**src/rtl/base_pkg.sv**
```systemverilog
// -----------------------------------------------------------------------------
// base_pkg -- shared types and helpers for the base_rrarb arbiter.
//   lock_state_t : packet-lock state (IDLE, LOCK), used when BASE_RRARB_LOCK_EN
//                  is defined.
//   sel_width()  : width of a requester index, max(1, clog2(n)).
// -----------------------------------------------------------------------------
package base_pkg;

  typedef enum logic {
    IDLE = 1'b0,
    LOCK = 1'b1
  } lock_state_t;

  function automatic int sel_width(input int n);
    return (n > 1) ? $clog2(n) : 1;
  endfunction

endpackage

```
**src/rtl/base_rrarb_pick.sv**
```systemverilog
// -----------------------------------------------------------------------------
// base_rrarb_pick -- rotating-priority pick.
// Finds the first set request at or above i_ptr, wrapping from ways-1 to 0.
// Purely combinational.
//   i_req   [ways-1:0] : request vector
//   i_ptr   [sw-1:0]   : index with highest priority this cycle
//   o_grant [ways-1:0] : one-hot grant (all zero when no request)
//   o_idx   [sw-1:0]   : index of the granted request (0 when none)
//   o_any              : a grant was issued
// -----------------------------------------------------------------------------
module base_rrarb_pick
  import base_pkg::*;
#(
  parameter int ways = 4,
  parameter int sw   = sel_width(ways)
) (
  input  logic [ways-1:0] i_req,
  input  logic [sw-1:0]   i_ptr,
  output logic [ways-1:0] o_grant,
  output logic [sw-1:0]   o_idx,
  output logic            o_any
);

  always_comb begin
    int j;
    // NOTE: every output gets a default before the search so no path through
    // the loop leaves a value unassigned, which would infer a latch.
    o_grant = '0;
    o_idx   = '0;
    o_any   = 1'b0;
    j       = 0;
    for (int k = 0; k < ways; k++) begin
      j = int'(i_ptr) + k;
      if (j >= ways) j = j - ways;
      if (!o_any && i_req[j]) begin
        o_any      = 1'b1;
        o_grant[j] = 1'b1;
        o_idx      = sw'(j);
      end
    end
  end

endmodule

```
**src/rtl/base_rrarb.sv**
```systemverilog
// -----------------------------------------------------------------------------
// base_rrarb -- round-robin arbiter of `ways` valid/ready streams into one
// registered output stage.
//   clk, reset         : rising-edge clock, asynchronous active-high reset
//   din_v/din_r/din_e  : per-requester valid, ready, end-of-packet
//   din_d              : requester i data at [i*width +: width]
//   dout_v/dout_r      : output valid / consumer ready
//   dout_d/dout_e      : output data and end flag
//   dout_s             : index of the requester that sourced the output beat
// Configuration macro: BASE_RRARB_LOCK_EN -- when defined, once a requester
// starts a packet (beat with din_e=0) it keeps the grant until its din_e=1
// beat; otherwise arbitration happens on every beat.
// -----------------------------------------------------------------------------
module base_rrarb
  import base_pkg::*;
#(
  parameter int ways  = 4,
  parameter int width = 8
) (
  input  logic                      clk,
  input  logic                      reset,
  input  logic [ways-1:0]           din_v,
  output logic [ways-1:0]           din_r,
  input  logic [ways*width-1:0]     din_d,
  input  logic [ways-1:0]           din_e,
  output logic                      dout_v,
  input  logic                      dout_r,
  output logic [width-1:0]          dout_d,
  output logic                      dout_e,
  output logic [sel_width(ways)-1:0] dout_s
);

  localparam int SW = sel_width(ways);

  logic [SW-1:0]    r_ptr;
  logic             r_dout_v;
  logic [width-1:0] r_dout_d;
  logic             r_dout_e;
  logic [SW-1:0]    r_dout_s;

  logic [ways-1:0]  w_pick_grant;
  logic [SW-1:0]    w_pick_idx;
  logic             w_pick_any;
  logic [ways-1:0]  w_grant;
  logic [SW-1:0]    w_idx;
  logic             w_any;
  logic             w_load;
  logic             w_acc;
  logic             w_end;
  logic [width-1:0] w_sel_d;
  logic             w_sel_e;
  logic [SW-1:0]    w_ptr_nxt;

  base_rrarb_pick #(
    .ways (ways),
    .sw   (SW)
  ) u_pick (
    .i_req   (din_v),
    .i_ptr   (r_ptr),
    .o_grant (w_pick_grant),
    .o_idx   (w_pick_idx),
    .o_any   (w_pick_any)
  );

`ifdef BASE_RRARB_LOCK_EN
  lock_state_t   r_state;
  lock_state_t   w_state_nxt;
  logic [SW-1:0] r_owner;
  logic [SW-1:0] w_owner_nxt;

  always_ff @(posedge clk or posedge reset) begin
    if (reset) begin
      r_state <= IDLE;
      r_owner <= '0;
    end else begin
      r_state <= w_state_nxt;
      r_owner <= w_owner_nxt;
    end
  end

  always_comb begin
    w_state_nxt = r_state;
    w_owner_nxt = r_owner;
    case (r_state)
      IDLE: if (w_acc && !w_sel_e) begin
        w_state_nxt = LOCK;
        w_owner_nxt = w_idx;
      end
      LOCK: if (w_acc && w_sel_e) w_state_nxt = IDLE;
    endcase
  end

  // While locked only the owner may be granted; its din_v low is a bubble.
  always_comb begin
    w_grant = w_pick_grant;
    w_idx   = w_pick_idx;
    w_any   = w_pick_any;
    if (r_state == LOCK) begin
      for (int i = 0; i < ways; i++) begin
        w_grant[i] = din_v[i] && (int'(r_owner) == i);
      end
      w_idx = r_owner;
      w_any = |w_grant;
    end
  end

  assign w_end = w_sel_e;
`else
  assign w_grant = w_pick_grant;
  assign w_idx   = w_pick_idx;
  assign w_any   = w_pick_any;
  assign w_end   = 1'b1;
`endif

  // The output register takes a new beat when empty or draining this cycle.
  assign w_load = ~r_dout_v | dout_r;
  assign w_acc  = w_any & w_load;
  assign din_r  = w_grant & {ways{w_load}};

  // Grant is one-hot, so an OR-mux of the granted lane is sufficient.
  always_comb begin
    w_sel_d = '0;
    w_sel_e = 1'b0;
    for (int i = 0; i < ways; i++) begin
      if (w_grant[i]) begin
        w_sel_d = din_d[i*width +: width];
        w_sel_e = din_e[i];
      end
    end
  end

  assign w_ptr_nxt = (int'(w_idx) == ways - 1) ? '0 : w_idx + SW'(1);

  // NOTE: state is updated with non-blocking assignments so every register
  // samples pre-edge values, independent of statement order. The data
  // registers are reset as well so the output reads all-zero after reset.
  always_ff @(posedge clk or posedge reset) begin
    if (reset) begin
      r_ptr    <= '0;
      r_dout_v <= 1'b0;
      r_dout_d <= '0;
      r_dout_e <= 1'b0;
      r_dout_s <= '0;
    end else begin
      if (w_acc && w_end) r_ptr <= w_ptr_nxt;
      if (w_load) begin
        r_dout_v <= w_acc;
        if (w_acc) begin
          r_dout_d <= w_sel_d;
          r_dout_e <= w_sel_e;
          r_dout_s <= w_idx;
        end
      end
    end
  end

  assign dout_v = r_dout_v;
  assign dout_d = r_dout_d;
  assign dout_e = r_dout_e;
  assign dout_s = r_dout_s;

endmodule

```
**config.mk**
```make
export PLATFORM = sky130hd
export DESIGN_NAME = base_rrarb
export DESIGN_NICKNAME = d
export VERILOG_FILES = /design/src/rtl/base_pkg.sv /design/src/rtl/base_rrarb_pick.sv /design/src/rtl/base_rrarb.sv
export SDC_FILE = /design/constraint.sdc
export NUM_CORES = 1
export LEC_CHECK = 0
export BUFFER_PORTS_ARGS = -buffer_cell sky130_fd_sc_hd__buf_2
export CORE_ASPECT_RATIO = 0.6
export CORE_MARGIN = 10
export CORE_UTILIZATION = 30
export CTS_CLUSTER_DIAMETER = 30
export DETAILED_ROUTE_END_ITERATION = 8
export GPL_TIMING_DRIVEN = 1
export PLACE_DENSITY_LB_ADDON = 0.2
export SETUP_SLACK_MARGIN = 0.2
export SLEW_MARGIN = 20
export SYNTH_ARGS = -nofsm -noshare
export SYNTH_HDL_FRONTEND = slang
export SYNTH_HIERARCHICAL = 1
export SYNTH_SLANG_ARGS = --single-unit
export TNS_END_PERCENT = 10
```
**constraint.sdc**
```tcl
create_clock -name clk -period 3 [get_ports clk]
set_clock_uncertainty 0.1 [all_clocks]
set_input_delay 0.3 -clock clk [delete_from_list [all_inputs] [get_ports clk]]
set_output_delay 0.3 -clock clk [all_outputs]
set_load 0.02 [all_outputs]
```
==> results.yml <==
status:
  violations: "hold timing"
  outcome: "complete, but fails checks"
timing:
  grt_setup_unrepaired: "yes"
  timing.final.crit_period_ns: 2.81
  whs_ns: -0.00895
  finalHoldViolCount: 14
  timing_worst_slew_pin_value_ns: 0.544
  timing.final.crit_share_pct: 93.8
  timing.final.max_slew_violations: 0
  fmax_mhz: 355
  setup_tns_ns: 0
  finalSetupViolCount: 0
  slew-limit-headroom_pct: 63.7
yosys:
  ys.warnings.count: 6
  post_synth_num_cell_types: 31
  synthCells: 148
  yosysSeqAreaShare_pct: 26.0
  synth.cell_area_sq_um: 1350
  ys_dominant_reg_cell: "sky130_fd_sc_hd__dfrtp_1"
  synthTopCellsByArea: "sky130_fd_sc_hd__dfrtp_1 26%, sky130_fd_sc_hd__ha_1 8.3%, sky130_fd_sc_hd__a21oi_1 7.1%"
  synthesis.area_per_instance_sq_um: 9.11
  synth.top_cell.area_share_pct: 26.0
  synthesis.nets: 200
  synth-edff-count: 0
  asr_flop_ratio_synth_pct: 100
  postSynthRegisterBits: 14
  netlist.top_cell.by_area: "sky130_fd_sc_hd__dfrtp_1"
power:
  total_power_uw: 2710
  ir_drop_uv: 419
  power.density_nw_per_um2: 1370
  leakage_uw: 0.000936
worst_setup_path:
  worst_path_max_delay_cell: "sky130_fd_sc_hd__dfrtp_2"
  cp_slowest_stage_delay_ns: 0.43
  critical_path_peak_fanout: 4
  critical_path_depth: 10
  crit_path_start_kind: "register"
  cp.required_ns: 3.03
  critical_path.n_buffers_inverters: 3
  worst_path_cell_chain: "inv_2, ha_4, mux4_2, nor4b_4, buf_4, buf_4, nor2_1, a32o_1, ha_1, mux2_2"
  startpoint: "r_ptr[0]$_DFFE_PP0P_"
  worst_path_dominant_cell_family: "multiplexers"
  worst-endpoint-arrival_ns: 2.85
  worst-r2r-cell-count: 10
  crit_top_cell: "sky130_fd_sc_hd__buf_4"
  crit_path_end_kind: "register"
  path_class: "register to register"
  reg2reg_from: "r_ptr[0]$_DFFE_PP0P_"
drt:
  drt_drc_violations_left: 0
  met3WireLength_um: 294
  firstDrtPassIters: 4
  wirelength_met1_mm: 2.24
  met2_wirelength_mm: 1.99
  postRouteAntennaNets: 0
  route.detailed.vias_per_inst: 5.07
  wire_per_inst_um: 15.8
  vias: 1456
  highest-signal-layer: "met4"
  count_of_routing_violations_after_the_opening_detailed_route_iteration: 90
  drt_wl_total_mm: 4.54
floorplanning:
  chipWidth_um: 107
  fp-row-count: 18
  initial_core_util_pct: 32.0
  design.core.area_sq_um: 4210
  die-area_sq_um: 7670
  die_h_um: 71.9
  num_io_pins: 59
placement:
  place.port_buffers: 58
  hpwl_mm: 3.55
  dpl-instance-area_sq_um: 1760
  gpl.final_weighted_congestion: 0.833
clock_network:
  insertion_delay_ns: 0.25
  clock_tree.root_cell: "sky130_fd_sc_hd__clkbuf_8"
  clock_pin_transition_on_the_worst_setup_and_hold_timing_paths_ns: 0.06
  numCtsBuffers: 3
  cts_tree: "yes"
  max-clock-path-buffers: 2
  tritoncts_num_sinks: 14
  ctsHtreeMaxLevel: 1
job:
  cap_violations: 0
grt:
  track_usage_pct: 11.5
  gr-total-overflow: 0
  pin_count_of_the_biggest_net_entering_global_routing: 17
  grt_pass1_wl_mm: 7.34
  first_global_vias: 1381
  antenna_violations_before_repair: 0
cells_and_area:
  finalCoreUtilization_pct: 47.1
  num-nets-final: 280
  area_growth_pct: 46.9
  antenna_cells_inserted: 0
  drive_gt1_share_pct: 49.8
  final_cell_area_sq_um: 1980
min_path:
  hold_class: "input pin to asynchronous set/reset pin"
## registers in the layout, indices dropped and copies added (netlist names)
signal and cells:
dout_d 8, dout_e 1, dout_s 2, dout_v 1, r_ptr 2
## cell usage after synthesis, drive strengths merged (4+ instances only)
library cell / instances
ha: 9
mux4: 4
buf: 8
inv: 14
nand3b: 9
a21oi: 19
dfrtp: 14
and2: 5
mux2: 6
a22oi: 8
a31oi: 9
nand2: 10
clkbuf: 4
a221o: 9
o21ai: 5
## cells by family after synthesis
logic type                 share of synthesized area [%]
AOI/OAI and AO/OA                                   26.7
DFF                                                 26.0
muxes                                               13.3
and+or+nand+nor                                     16.1
buffers and inverters                               9.55
adders and majority gates                           8.35
## repair_timing
action                                  4_1_cts  5_1_grt
cloned                                        0        1
gates resized for setup                      10       13
endpoints found under the setup margin       14       14
hold buffers                                  0        0
pin swaps                                     2        9
setup buffers                                 9        4
## stage by stage
stage | instances | setup WS (ns)
after floorplan | 148 | 0.185
after global placement | 269 | 0.0890
after detailed placement | 269 | 0.0476
after CTS | 282 | 0.220
after global routing | 287 | 0.0529
final | 287 | 0.185
## cells in the final DEF (no fill, tap or decap), drive strengths merged, types with 3 or more instances in the layout
cell / instances
a21oi: 19
clkbuf: 4
inv: 14
and2: 5
a221o: 9
buf: 87
nor2: 3
dfrtp: 14
nand2: 10
o21ai: 5
ha: 9
mux2: 6
mux4: 4
a31oi: 9
a22oi: 8
nand3b: 9
nand2b: 3
## routing by layer
| layer | vias up | global-route usage [%] |
|---|---|---|
| li1 | 716 | - |
| met1 | 694 | 16.5 |
| met2 | 44 | 17.0 |
| met3 | 2 | 2.82 |
| met4 | 0 | 1.79 |
| met5 | - | 0 |
## cell type report
type | instances | area (sq um)
fill | 426 | 2230
multi-input combinational | 108 | 905
timing repair buffer | 87 | 542
sequential | 14 | 353
tap | 60 | 75.1
clock buffer | 4 | 55.1
inverter | 14 | 52.6
## path summary, 6_finish.rpt
path                                         end  slack, ns
setup / recovery            r_ptr[1]$_DFFE_PP0P_       0.19
hold reg to reg            dout_s[1]$_DFFE_PP0P_       0.39
max in group asynchronous   r_ptr[0]$_DFFE_PP0P_       2.42
min in group clk           dout_d[4]$_DFFE_PP0P_       0.21
hold / removal             dout_s[1]$_DFFE_PP0P_     -0.009
setup reg to reg            r_ptr[1]$_DFFE_PP0P_       0.19
## report_power, final
group          switching [uW]  internal (uW)
clock                    68.5            116
sequential               69.6            294
combinational            1090           1070
Note: power is estimated with default switching activity, not from simulation.
